File: config.mk
export PLATFORM = sky130hd
export DESIGN_NAME = mem_arbiter
export DESIGN_NICKNAME = d
export VERILOG_FILES = /design/src/rtl/mem_arb_pkg.sv /design/src/rtl/mem_arbiter_rr_picker.sv /design/src/rtl/mem_arbiter.sv
export SDC_FILE = /design/constraint.sdc
export NUM_CORES = 1
export LEC_CHECK = 0
export BUFFER_PORTS_ARGS = -buffer_cell sky130_fd_sc_hd__buf_2
export CAP_MARGIN = 5
export CORE_AREA = 2 2 115 117
export DETAILED_ROUTE_END_ITERATION = 16
export DIE_AREA = 0 0 117 119
export PLACE_DENSITY = 0.46
export SYNTH_ARGS = -nofsm -noshare
export SYNTH_HDL_FRONTEND = slang
export SYNTH_SLANG_ARGS = --single-unit
File: constraint.sdc
create_clock -name clk -period 2.05 [get_ports clk]
set_input_delay 0.41 -clock clk [delete_from_list [all_inputs] [get_ports clk]]
set_output_delay 0.41 -clock clk [all_outputs]
set_load 0.1 [all_outputs]
File: src/rtl/mem_arb_pkg.sv
// Shared types and constants for the two-port memory arbiter.
// Imported by mem_arbiter and rr_picker.
package mem_arb_pkg;

  localparam int LAT_W = 4;

  localparam logic PORT_CORE = 1'b0;
  localparam logic PORT_DMA  = 1'b1;

  typedef enum logic [1:0] {
    ST_IDLE = 2'd0,
    ST_WAIT = 2'd1,
    ST_RESP = 2'd2
  } arb_state_e;

endpackage

File: src/rtl/mem_arbiter_rr_picker.sv
// Two-input arbitration picker: round-robin on the pointer, or port 0 first
// when fixed priority is selected. Purely combinational.
module rr_picker
  import mem_arb_pkg::*;
(
  input  logic req0,
  input  logic req1,
  input  logic ptr,
  input  logic fixed,
  output logic valid,
  output logic winner
);

  // winner selection; a lone requester wins regardless of the pointer
  always_comb begin
    valid  = req0 | req1;
    winner = PORT_CORE;
    if (req0 && req1) begin
      winner = fixed ? PORT_CORE : ptr;
    end else if (req1) begin
      winner = PORT_DMA;
    end else begin
      winner = PORT_CORE;
    end
  end

endmodule

File: src/rtl/mem_arbiter.sv
// Single-outstanding arbiter sharing one memory port between the core (port 0)
// and the loader/DMA (port 1), with a fixed command-to-response latency.
module mem_arbiter
  import mem_arb_pkg::*;
#(
  parameter int ADDR_W     = 32,
  parameter int DATA_W     = 32,
  parameter int MEM_LAT    = 2,
  parameter int FIXED_PRIO = 0
) (
  input  logic              clk,
  input  logic              rst,
  input  logic              req0,
  input  logic              we0,
  input  logic [ADDR_W-1:0] addr0,
  input  logic [DATA_W-1:0] wdata0,
  input  logic              req1,
  input  logic              we1,
  input  logic [ADDR_W-1:0] addr1,
  input  logic [DATA_W-1:0] wdata1,
  output logic              gnt0,
  output logic              gnt1,
  output logic              done0,
  output logic              done1,
  output logic [DATA_W-1:0] rdata0,
  output logic [DATA_W-1:0] rdata1,
  output logic              mem_en,
  output logic              mem_we,
  output logic [ADDR_W-1:0] mem_addr,
  output logic [DATA_W-1:0] mem_wdata,
  input  logic [DATA_W-1:0] mem_rdata,
  output logic              busy
);

  localparam logic [LAT_W-1:0] CNT_LOAD = LAT_W'(MEM_LAT - 1);
  localparam logic [LAT_W-1:0] CNT_ONE  = {{(LAT_W-1){1'b0}}, 1'b1};
  localparam logic [LAT_W-1:0] CNT_ZERO = {LAT_W{1'b0}};
  localparam logic             FIXED_L  = (FIXED_PRIO != 0) ? 1'b1 : 1'b0;
  // a single-cycle memory skips WAIT entirely
  localparam arb_state_e       ST_AFTER_GNT = (MEM_LAT == 1) ? ST_RESP : ST_WAIT;

  arb_state_e       state_r, state_nxt_s;
  logic [LAT_W-1:0] cnt_r, cnt_nxt_s;
  logic             owner_r, owner_nxt_s;
  logic             we_r, we_nxt_s;
  logic             ptr_r, ptr_nxt_s;
  logic             valid_s, winner_s, grant_s;

  rr_picker u_picker (
    .req0   (req0),
    .req1   (req1),
    .ptr    (ptr_r),
    .fixed  (FIXED_L),
    .valid  (valid_s),
    .winner (winner_s)
  );

  // state, latency counter, owner/we latch and priority pointer
  always_ff @(posedge clk) begin
    if (rst) begin
      state_r <= ST_IDLE;
      cnt_r   <= CNT_ZERO;
      owner_r <= PORT_CORE;
      we_r    <= 1'b0;
      ptr_r   <= PORT_CORE;
    end else begin
      state_r <= state_nxt_s;
      cnt_r   <= cnt_nxt_s;
      owner_r <= owner_nxt_s;
      we_r    <= we_nxt_s;
      ptr_r   <= ptr_nxt_s;
    end
  end

  // next-state logic; the counter loads on grant and holds at 1
  always_comb begin
    state_nxt_s = state_r;
    cnt_nxt_s   = cnt_r;
    owner_nxt_s = owner_r;
    we_nxt_s    = we_r;
    ptr_nxt_s   = ptr_r;
    grant_s     = 1'b0;
    case (state_r)
      ST_IDLE: begin
        if (valid_s) begin
          grant_s     = 1'b1;
          owner_nxt_s = winner_s;
          we_nxt_s    = winner_s ? we1 : we0;
          cnt_nxt_s   = CNT_LOAD;
          ptr_nxt_s   = ~winner_s;
          state_nxt_s = ST_AFTER_GNT;
        end else begin
          state_nxt_s = ST_IDLE;
        end
      end
      ST_WAIT: begin
        if (cnt_r <= CNT_ONE) begin
          state_nxt_s = ST_RESP;
        end else begin
          cnt_nxt_s = cnt_r - CNT_ONE;
        end
      end
      ST_RESP: begin
        state_nxt_s = ST_IDLE;
        cnt_nxt_s   = CNT_ZERO;
      end
      default: begin
        state_nxt_s = ST_IDLE;
        cnt_nxt_s   = CNT_ZERO;
      end
    endcase
  end

  // output muxing; everything is forced low while reset is asserted
  always_comb begin
    gnt0      = 1'b0;
    gnt1      = 1'b0;
    done0     = 1'b0;
    done1     = 1'b0;
    rdata0    = {DATA_W{1'b0}};
    rdata1    = {DATA_W{1'b0}};
    mem_en    = 1'b0;
    mem_we    = 1'b0;
    mem_addr  = {ADDR_W{1'b0}};
    mem_wdata = {DATA_W{1'b0}};
    busy      = 1'b0;
    if (!rst) begin
      busy = (state_r != ST_IDLE) | grant_s;
      if (grant_s) begin
        gnt0      = ~winner_s;
        gnt1      = winner_s;
        mem_en    = 1'b1;
        mem_we    = winner_s ? we1 : we0;
        mem_addr  = winner_s ? addr1 : addr0;
        mem_wdata = winner_s ? wdata1 : wdata0;
      end else begin
        mem_en = 1'b0;
      end
      if (state_r == ST_RESP) begin
        done0 = ~owner_r;
        done1 = owner_r;
        if (!we_r) begin
          rdata0 = owner_r ? {DATA_W{1'b0}} : mem_rdata;
          rdata1 = owner_r ? mem_rdata : {DATA_W{1'b0}};
        end else begin
          rdata0 = {DATA_W{1'b0}};
        end
      end else begin
        done0 = 1'b0;
      end
    end else begin
      busy = 1'b0;
    end
  end

endmodule

=== After elaboration in Yosys (flattened, before gate mapping) ===
Cells that the tools add are included.

* Bits in registers: 9
* Input port bits: 166
* Output and inout port bits: 135

* Add/subtract/negate cells: 1
* Order comparisons: 1
* Eq/ne operators: 5
* Muxes and demuxes: 38
* Bitwise gates (word level): 4
* Reductions and logical operators: 5

{| class="wikitable"
|+ Operators by type and width
! kind !! number
|-
| 32-bit 2-to-1 mux || 14
|-
| 1-bit 2-to-1 mux || 19
|-
| 4-bit 2-to-1 mux || 2
|-
| 4-bit case mux with 2 select lines || 1
|-
| 4-bit by 1-bit <= comparator with 1-bit output, second input constant || 1
|-
| 2-bit inequality test, second input constant || 2
|-
| 2-bit case mux with 2 select lines || 1
|-
| 2-bit AND reduction || 2
|-
| 4-bit by 1-bit subtractor with 4-bit output, second input constant || 1
|-
| 2-bit by 1-bit == test with 1-bit output, second input constant || 1
|-
| 2-bit == test, second input constant || 1
|-
| 2-bit zero test || 1
|-
| 2-bit 2-to-1 mux || 1
|-
| 2-bit by 1-bit inequality test with 1-bit output, second input constant || 1
|-
| 1-bit NOT || 2
|-
| 1-bit OR || 2
|-
| 2-bit nonzero test || 1
|-
| 1-bit logical AND || 1
|}

=== Depth between registers and ports, before layout ===
* Depth in word-level cells: 5
* Depth in mapped cells: 7
* Depth with buffers taken out: 6

=== Hierarchy ===
A second synthesis with hierarchy kept.

* Cells, all modules: 247
* Area total of the unflattened synthesis: 1672.9 µm²

{| class="wikitable"
|+ By module, submodules not included
! module !! instances !! cells each !! area an instance (µm²) !! seq. area each (µm²)
|-
| mem_arbiter || 1 || 244 || 1652.8 || 180.2
|-
| rr_picker || 1 || 3 || 20.0 || 0.0
|}

=== Least setup slack after synthesis ===
OpenSTA, ideal clock, no wires.

* Path type: register to output
* Start: register state_r[1]
* End: output port mem_addr[23]
* Data arrival time: 2.245 ns
* Slack: -0.605 ns
* Cell stages (with the launch flop): 7
* Path through: dfxtp_1 buf_6 nor3_2 and3_1 clkbuf_2 buf_2 a22o_1

* Word-level cells in the longest chain between the ends: 4

{| class="wikitable"
|+ RTL lines
! element !! RTL line !! text
|-
| from (decl) || mem_arbiter.sv:42 || <nowiki>arb_state_e state_r, state_nxt_s;</nowiki>
|-
| from (signal assigned) || mem_arbiter.sv:67 || <nowiki>state_r <= state_nxt_s;</nowiki>
|-
| 2-bit zero test || mem_arbiter.sv:83 || <nowiki>case (state_r)</nowiki>
|-
| 1-bit 2-to-1 mux || mem_arbiter.sv:83 ||
|-
| 32-bit 2-to-1 mux || mem_arbiter.sv:129 || <nowiki>if (grant_s) begin</nowiki>
|-
| 32-bit 2-to-1 mux || mem_arbiter.sv:127 || <nowiki>if (!rst) begin</nowiki>
|-
| to (decl) || mem_arbiter.sv:29 || <nowiki>output logic [ADDR_W-1:0] mem_addr,</nowiki>
|}

Every way passes these cells.

=== Final worst setup path ===
* Start: register state_r[1]
* End: output port mem_addr[21]

The elaborated chain is that of the path after synthesis.

==> metrics.csv <==
metric,value,unit
clkLatencyLatePin,230,ps
clock-root-buffer,clkbuf_16,
reg2reg_depth,6,
rsz0062_at_grt,true,
synthFlopType,dfxtp_1,
fin_skew,0.596,ps
nets,713,
core_area,0.0129,mm²
grt_pass1_vias,3135,
clk_pin_slew,40,ps
track_usage,15.2,%
startpoint,state_r[1]$_SDFFE_PP0P_,
dp_hpwl,9.84,mm
tns,-129,ps
fp-row-count,42,
start_kind,flop,
worst_pin_slew,514,ps
syn_nets,415,
num_vias,3117,
ys_warn_count,0,
r2r_start,cnt_r[0]$_SDFFE_PP0P_,
setup_violations,20,
drive_gt1_share,84.9,%
setup.worst_path.end,mem_addr[21],
p_leak,2.71,nW
synthesis.area,0.00166,mm²
vdd_ir_drop_max,0.000407,V
reg2reg_slack,310,ps
maxCapViolCount,0,
post_synth_num_cell_types,30,
p_total,4.23,mW
io_pins,301,
antenna_found_initial,2,
drtIter0Drc,80,
power_density,690,mW/mm²
async_reset_ff_share,0,%
post_drt_wl_per_cell,16.5,µm
wl,11.9,mm
postSynthCellCount,247,
fp.dieArea,0.0139,mm²
worstHoldPathType,input pin to flop,
syn_avg_cell_area,6.71,µm²
post-place-ws,12.8,ps
fmax,0.485,GHz
finalHoldViolations,0,
cts_tree,built,
first_pass_iters,4,
yosysSeqAreaShare,10.9,%
synth_edf_count,0,
finalWorstSetupSlack,-12.5,ps
r2r-end,cnt_r[3]$_SDFFE_PP0P_,
critical_path_class,flop to primary output,
die_w,117,µm
synthToLayoutAreaGrowth,270,%
initial_core_util,12.9,%
cts_made_buffers,3,
drv_slew,0,
grt_max_degree,36,
h-tree-depth,1,
cp-end-kind,primary output,
drc,0,
relSlewSlack,65.7,%
clk_path_buf_depth,2,
path_max_fanout,9,
grt_pass1_wl,16.9,mm
cp.arrival,1650,ps
ys_ff_latch,9,
io_buffer_count,300,
failed_checks,setup timing,
antenna_left,0,
finalCritPeriodShare,101,%
clock-sinks,9,
cp.required,1640,ps
fin_crit,2060,ps
outcome,"finished, violations left",
avgViaCountPerCell,4.32,
postLayoutCoreUtil,47.6,%
gp_congestion,0.934,
grt_overflow,0,
die_y,119,µm
[synthesized netlist by cell type (2+ instances only)]
| cell type | instances | area share, % |
|---|---|---|
| nor2_1 | 72 | 16 |
| inv_1 | 7 | 1.6 |
| clkbuf_1 | 9 | 2.0 |
| ha_1 | 2 | 1.5 |
| and3_1 | 2 | 0.75 |
| nor3_1 | 2 | 0.60 |
| nand2b_1 | 36 | 14 |
| a22o_1 | 65 | 34 |
| buf_6 | 5 | 3.4 |
| a21oi_1 | 2 | 0.60 |
| nand3_1 | 2 | 0.60 |
| dfxtp_1 | 9 | 11 |
| buf_2 | 9 | 2.7 |
| a31oi_1 | 2 | 0.75 |
| buf_4 | 3 | 1.4 |
| nor2b_1 | 2 | 0.75 |
| nand2_1 | 3 | 0.68 |
| a21o_1 | 2 | 0.91 |
| a31o_2 | 2 | 1.1 |
[kinds of logic after synthesis]
| group | synth area share, % |
|---|---|
| AND/OR/NAND/NOR | 35.5 |
| AO/OA/AOI/OAI | 40.2 |
| buffers and inverters | 11.4 |
| flip-flops | 10.9 |
| adder cells (fa/ha/maj) | 1.51 |
| multiplexers | 0.604 |
[final cells by class]
| class | instances | area [µm²] |
|---|---|---|
| diodes | 2 | 5.00 |
| clock buffers | 4 | 78.8 |
| fillers | 1199 | 6740 |
| inverters | 7 | 26.3 |
| multi-input cells | 204 | 1800 |
| flip-flops and latches | 9 | 186 |
| well taps | 176 | 220 |
| repair buffers | 320 | 3820 |
[power by group]
group / switching [mW] / internal (mW) / leakage [nW] / total (mW)
logic: 2.24 / 1.35 / 2.60 / 3.59
clock network: 0.0851 / 0.260 / 0.0382 / 0.345
registers: 0.0756 / 0.222 / 0.0755 / 0.298
[critical path: stages, from the launching register on]
cell and delay (ps):
dfxtp_2 330, nor3_4 210, and3_4 280, buf_12 130, buf_16 130, a22o_2 170
buf_12 170
[layout by cell type (no fill, tap or decap), types with 3 or more instances in the layout]
cell,n
dfxtp_1,6
inv_1,7
nor2_4,33
nor2_2,29
buf_12,140
nor2_1,10
a22o_2,54
nand2_1,3
clkbuf_16,5
nand2b_1,36
a22o_4,11
buf_4,8
buf_2,166
[sequential cells by signal (all words and copies together), names as in the netlist]
name     cells
cnt_r        4
ptr_r        1
owner_r      1
we_r         1
state_r      2
[per-stage QoR]
| step | hold slack (ps) | cells | cell area [µm²] |
|---|---|---|---|
| after global placement | 468 | 709 | 5850 |
| after global routing | 445 | 722 | 6130 |
| final | 424 | 722 | 6130 |
| after detailed placement | 481 | 709 | 5850 |
| after floorplan | 440 | 247 | 2110 |
| after CTS | 420 | 716 | 6040 |
[worst min-delay path by stage]
stage,start,depth (start not counted),to,slack (ps)
final,we0,3,we_r$_SDFFE_PP0P_,420
after global routing,we0,3,we_r$_SDFFE_PP0P_,440
after CTS,we0,3,we_r$_SDFFE_PP0P_,420
after detailed placement,cnt_r[1]$_SDFFE_PP0P_,2,cnt_r[1]$_SDFFE_PP0P_,480
after global placement,ptr_r$_SDFFE_PP0P_,1,ptr_r$_SDFFE_PP0P_,470
after floorplan,ptr_r$_SDFFE_PP0P_,1,ptr_r$_SDFFE_PP0P_,440
[timing repair]
| action | 4_1_cts | 5_1_grt |
|---|---|---|
| hold buffers | 0 | 0 |
| setup buffers | 1 | 1 |
| cloned | 2 | 3 |
| endpoints found under the setup margin | 130 | 73 |
| resized for setup | 13 | 4 |
| pin swaps | 3 | 6 |
[routing by layer]
metal	track usage, %	wire, µm	part of all wire, %
met1	17.2	4370	37
met2	27.9	6270	52
met3	4.33	1070	9.0
met4	3.53	238	2.0
met5	0	0	0
Power figures use the tool's default switching activity.
